### src/rtl/note_input_pkg.sv
// Shared note codes, load-FSM encodings and the key priority encoder,
// used by note_input and by the vga_data drawer.
package note_input_pkg;

    localparam logic [3:0] NOTE_NONE = 4'd0;
    localparam logic [3:0] NOTE_A    = 4'd1;
    localparam logic [3:0] NOTE_AS   = 4'd2;
    localparam logic [3:0] NOTE_B    = 4'd3;
    localparam logic [3:0] NOTE_C    = 4'd4;
    localparam logic [3:0] NOTE_CS   = 4'd5;
    localparam logic [3:0] NOTE_D    = 4'd6;
    localparam logic [3:0] NOTE_DS   = 4'd7;
    localparam logic [3:0] NOTE_E    = 4'd8;
    localparam logic [3:0] NOTE_F    = 4'd9;
    localparam logic [3:0] NOTE_FS   = 4'd10;
    localparam logic [3:0] NOTE_G    = 4'd11;
    localparam logic [3:0] NOTE_GS   = 4'd12;

    localparam logic [1:0] ST_IDLE = 2'd0;
    localparam logic [1:0] ST_LOAD = 2'd1;
    localparam logic [1:0] ST_GAP  = 2'd2;

    // Lowest-index pressed key wins; scanning downward lets it overwrite.
    function automatic logic [3:0] encode_note(input logic [11:0] keys);
        logic [3:0] code;
        code = NOTE_NONE;
        for (int i = 11; i >= 0; i--) begin
            if (keys[i]) begin
                code = NOTE_A + 4'(i);
            end
        end
        return code;
    endfunction

endpackage

### src/rtl/note_input_debounce.sv
// Two-flop synchroniser followed by a stability counter for one raw button.
module debounce #(
    parameter int DEBOUNCE_CYCLES = 250000
) (
    input  logic clk,
    input  logic reset,
    input  logic raw,
    output logic stable
);
    localparam int CW = $clog2(DEBOUNCE_CYCLES) + 1;

    logic          sync1;
    logic          sync2;
    logic [CW-1:0] cnt;

    // Any reversion to the stable value restarts the count from zero.
    always_ff @(posedge clk or negedge reset) begin
        if (!reset) begin
            sync1  <= 1'b0;
            sync2  <= 1'b0;
            stable <= 1'b0;
            cnt    <= '0;
        end else begin
            sync1 <= raw;
            sync2 <= sync1;
            if (sync2 != stable) begin
                if (cnt == CW'(DEBOUNCE_CYCLES - 1)) begin
                    stable <= sync2;
                    cnt    <= '0;
                end else begin
                    cnt <= cnt + CW'(1);
                end
            end else begin
                cnt <= '0;
            end
        end
    end

endmodule

### src/rtl/note_input.sv
// Debounced note keyboard with octave counter; hands the latest note/octave
// to the drawer with a held load strobe and a guard gap between loads.
module note_input
    import note_input_pkg::*;
#(
    parameter int DEBOUNCE_CYCLES = 250000,
    parameter int LD_HOLD         = 2,
    parameter int GAP_CYCLES      = 1024
) (
    input  logic        clk,
    input  logic        reset,
    input  logic [11:0] key,
    input  logic        oct_up,
    input  logic        oct_down,
    output logic [3:0]  note,
    output logic [1:0]  octave,
    output logic        ld_note,
    output logic        note_active,
    output logic        busy
);
    localparam int CNT_MAX = (GAP_CYCLES > LD_HOLD) ? GAP_CYCLES : LD_HOLD;
    localparam int CW      = $clog2(CNT_MAX) + 1;

    logic [13:0]   raw_in;
    logic [13:0]   db;
    logic [11:0]   key_db;
    logic          up_db;
    logic          down_db;
    logic          up_prev;
    logic          down_prev;
    logic          up_rise;
    logic          down_rise;
    logic [1:0]    oct_cnt;
    logic [3:0]    code;
    logic          load_event;
    logic [1:0]    state;
    logic [CW-1:0] cnt;

    assign raw_in = {oct_down, oct_up, key};

    for (genvar g = 0; g < 14; g++) begin : g_db
        debounce #(
            .DEBOUNCE_CYCLES(DEBOUNCE_CYCLES)
        ) u_db (
            .clk    (clk),
            .reset  (reset),
            .raw    (raw_in[g]),
            .stable (db[g])
        );
    end

    assign key_db    = db[11:0];
    assign up_db     = db[12];
    assign down_db   = db[13];
    assign up_rise   = up_db & ~up_prev;
    assign down_rise = down_db & ~down_prev;

    // Coincident up/down edges cancel; both directions saturate.
    always_ff @(posedge clk or negedge reset) begin
        if (!reset) begin
            up_prev   <= 1'b0;
            down_prev <= 1'b0;
            oct_cnt   <= 2'd0;
        end else begin
            up_prev   <= up_db;
            down_prev <= down_db;
            if (up_rise && !down_rise && oct_cnt != 2'd3) begin
                oct_cnt <= oct_cnt + 2'd1;
            end else if (down_rise && !up_rise && oct_cnt != 2'd0) begin
                oct_cnt <= oct_cnt - 2'd1;
            end
        end
    end

    // A release (code 0) never triggers a load; the last note is kept.
    assign code       = encode_note(key_db);
    assign load_event = ((code != NOTE_NONE) && (code != note)) || (oct_cnt != octave);

    assign note_active = |key_db;
    assign busy        = (state != ST_IDLE);

    // Events arriving in LOAD/GAP are not queued: IDLE simply re-compares
    // the live values, so bursts collapse to the most recent state.
    always_ff @(posedge clk or negedge reset) begin
        if (!reset) begin
            state   <= ST_IDLE;
            cnt     <= '0;
            note    <= NOTE_NONE;
            octave  <= 2'd0;
            ld_note <= 1'b0;
        end else begin
            case (state)
                ST_IDLE: begin
                    if (load_event) begin
                        if (code != NOTE_NONE) begin
                            note <= code;
                        end
                        octave  <= oct_cnt;
                        ld_note <= 1'b1;
                        cnt     <= '0;
                        state   <= ST_LOAD;
                    end
                end
                ST_LOAD: begin
                    if (cnt == CW'(LD_HOLD - 1)) begin
                        ld_note <= 1'b0;
                        cnt     <= '0;
                        state   <= ST_GAP;
                    end else begin
                        cnt <= cnt + CW'(1);
                    end
                end
                ST_GAP: begin
                    if (cnt == CW'(GAP_CYCLES - 1)) begin
                        cnt   <= '0;
                        state <= ST_IDLE;
                    end else begin
                        cnt <= cnt + CW'(1);
                    end
                end
                default: begin
                    ld_note <= 1'b0;
                    cnt     <= '0;
                    state   <= ST_IDLE;
                end
            endcase
        end
    end

endmodule

### config.mk
export PLATFORM = sky130hd
export DESIGN_NAME = note_input
export DESIGN_NICKNAME = d
export VERILOG_FILES = /design/src/rtl/note_input_pkg.sv /design/src/rtl/note_input_debounce.sv /design/src/rtl/note_input.sv
export SDC_FILE = /design/constraint.sdc
export NUM_CORES = 1
export LEC_CHECK = 0
export BUFFER_PORTS_ARGS = -buffer_cell sky130_fd_sc_hd__buf_2
export CORE_MARGIN = 2
export CORE_UTILIZATION = 40
export CTS_CLUSTER_SIZE = 14
export DETAILED_ROUTE_END_ITERATION = 6
export SYNTH_ARGS = -nofsm -noshare
export SYNTH_HDL_FRONTEND = slang
export SYNTH_SLANG_ARGS = --single-unit
export TNS_END_PERCENT = 30
### constraint.sdc
create_clock -name clk -period 2.6 [get_ports clk]
set_input_delay 0.52 -clock clk [delete_from_list [all_inputs] [get_ports clk]]
set_output_delay 0.52 -clock clk [all_outputs]
set_load 0.01 [all_outputs]
==> impl_metrics.env <==
export IMPL_max_cap_viol_count=0
export IMPL_ant_nets=0
export IMPL_grt_pass1_wl_um=49000
export IMPL_fmax_ghz=0.399
export IMPL_vias=10400
export IMPL_overflow=0
export IMPL_yosysWarnings=0
export IMPL_synth_seq_cells=332
export IMPL_p_leak_nw=7.88
export IMPL_slew_violations=0
export IMPL_hold_viol=0
export IMPL_critPathRequiredTime_ps=2990
export IMPL_routed_via_density=4.92
export IMPL_grt_max_degree=73
export IMPL_status="completed"
export IMPL_clk_path_buf_depth=3
export IMPL_routed_wl_um=27800
export IMPL_rsz0062_at_grt="no"
export IMPL_min_period_over_period=0.964
export IMPL_r2r_setup_slack_ps=90
export IMPL_wl_per_cell_um=13.2
export IMPL_pre_cts_ws_ps=123
export IMPL_worstPathMaxFanout=16
export IMPL_worst_pin_slew_ps=593
export IMPL_dieHeight_um=200
export IMPL_ys_seq_area_frac=0.543
export IMPL_crit_path_end_kind="flop"
export IMPL_syn_area_per_cell_um2=10.2
export IMPL_n_antenna_cell=0
export IMPL_grt_pass1_vias=10200
export IMPL_setup_tns_ps=0
export IMPL_cp_arrival_ps=2900
export IMPL_drtIter0Drc=478
export IMPL_drive_gt1_frac=0.0877
export IMPL_finish_net_count=1603
export IMPL_rows=71
export IMPL_die_w_um=200
export IMPL_numCtsBuffers=38
export IMPL_fin_area_um2=17500
export IMPL_gp_congestion=0.802
export IMPL_root_buffer="clkbuf_16"
export IMPL_async_flop_share=1.00
export IMPL_drtPass1Iterations=4
export IMPL_die_area_um2=39900
export IMPL_slew_headroom=0.604
export IMPL_grtUsageTotal=0.148
export IMPL_synth_edf_count=0
export IMPL_antenna_found_initial=1
export IMPL_io_pins=25
export IMPL_cts_tree="done"
export IMPL_layout_commonest_cell="dfrtp_1"
export IMPL_synth_cells=1506
export IMPL_synth_nets=1541
export IMPL_critPathKind="reg -> reg"
export IMPL_setup_slack_ps=92.3
export IMPL_setup_viol=0
export IMPL_port_buffers=24
export IMPL_crit_start="g_db[6].u_db.stable"
export IMPL_postPlaceCellArea_um2=16200
export IMPL_synthDistinctLibCells=61
export IMPL_rr_startpoint="g_db[6].u_db.stable"
export IMPL_clock_latency_ps=520
export IMPL_synthToLayoutAreaGrowth_pct=14.3
export IMPL_cts_num_sinks=332
export IMPL_dp_hpwl_um=18500
export IMPL_core_area_um2=37700
export IMPL_initial_core_util=0.406
export IMPL_worstSetupStartpointType="flop"
export IMPL_syn_area_um2=15300
export IMPL_remaining_drc_errors=0
export IMPL_min_path_type="in -> reg"
export IMPL_p_per_area_nw_per_um2=627
export IMPL_holdCritStartpoint="key[0]"
export IMPL_final_util=0.465
export IMPL_period_minus_slack_ps=2510
export IMPL_ir_drop_v=0.000450
export IMPL_layout_common_cells="dfrtp_1, nor2_1, xor2_1, nand3_1, xnor2_1"
export IMPL_finClkSkew_ps=20.2
export IMPL_ys_flop_type="dfrtp_1"
export IMPL_clkTransAtPathRegs_ps=60
export IMPL_cts_htree_levels=2
[worst paths after layout]
path | to | cells past startpoint
worst max-delay path | cnt[1] | 8
worst min-delay path | g_db[0].u_db.sync1 | 1
worst max register to register | cnt[1] | 8
worst min register to register | g_db[5].u_db.sync2 | 0
max in group asynchronous | g_db[12].u_db.cnt[17] | 3
min in group asynchronous | g_db[4].u_db.cnt[11] | 2
[area by class of cell]
class                      instances  area, µm²
fill                            3526      20200
sequential                       332       8310
multi-input combinational       1116       6780
clock buffer                      64       1190
tap                              511        639
timing repair buffer              51        398
inverter                          29        109
clock inverter                     5       75.1
[cell usage after synthesis (10+ instances only)]
master,count,area (µm²)
nor4b_1,16,140
o21ai_1,12,60.1
nand2_1,82,308
nor2_1,324,1220
and3_1,89,557
xor2_1,137,1200
xnor2_1,114,998
nor3_1,25,125
o21ai_0,10,50.1
inv_1,28,105
dfrtp_1,332,8310
nand3_1,130,651
a21oi_1,10,50.1
nand2b_1,10,62.6
nor4_1,15,93.8
or3_1,10,62.6
nand4_1,25,156
ha_1,19,238
mux2_2,15,169
clkbuf_1,27,101
[worst max-delay path, stage by stage, from the launching register on]
cell and delay, ps:
dfrtp_2 460, nor4_4 340, buf_4 190, nand3b_1 90, a211oi_2 250, a211oi_2 80, o31a_4 450, nor2_4 200
mux2_1 330
[registers in the layout (all words and copies together) (netlist names)]
signal and cells:
cnt 11, down_prev 1, g_db.u_db.cnt 266, g_db.u_db.stable 14, g_db.u_db.sync1 14, g_db.u_db.sync2 14
ld_note 1, note 4, oct_cnt 2, octave 2, state 2, up_prev 1
[where the power goes]
part           internal [mW]  total (mW)  leakage, nW  switching, mW
sequential              5.24        5.30         4.54         0.0556
clock                   3.31        5.35        0.620           2.04
combinational         0.0992       0.319         2.72          0.220
[metal layers]
metal	track usage	wire, µm	vias to the layer above
li1	-	-	5185
met1	0.202	13500	5033
met2	0.239	12800	92
met3	0.0268	832	57
met4	0.0453	663	2
met5	0	11	-
[stage by stage]
step	hold slack, ps	std cells	total power, mW
2_1_floorplan	224	1506	5.52
3_3_place_gp	334	2037	5.72
3_5_place_dp	335	2037	5.73
4_1_cts	73.2	2107	11.2
5_1_grt	79.4	2108	11.4
6_report	100	2108	11.0
[timing repair]
action | 4_1_cts | 5_1_grt
pin swaps | 1 | 2
endpoints found under the hold margin | 17 | 0
setup buffers | 0 | 1
gates resized for setup | 0 | 2
endpoints found under the setup margin | 1 | 1
hold buffers | 1 | 0
[cell families after synthesis]
| family | Yosys count | synth area share |
|---|---|---|
| mux | 18 | 0.0131 |
| xor+xnor | 251 | 0.144 |
| fa+ha+maj | 19 | 0.0155 |
| buf+inv | 58 | 0.0148 |
| compound gates | 66 | 0.0306 |
| flops | 332 | 0.543 |
| simple gates | 762 | 0.240 |
Power figures use the tool's default switching activity.
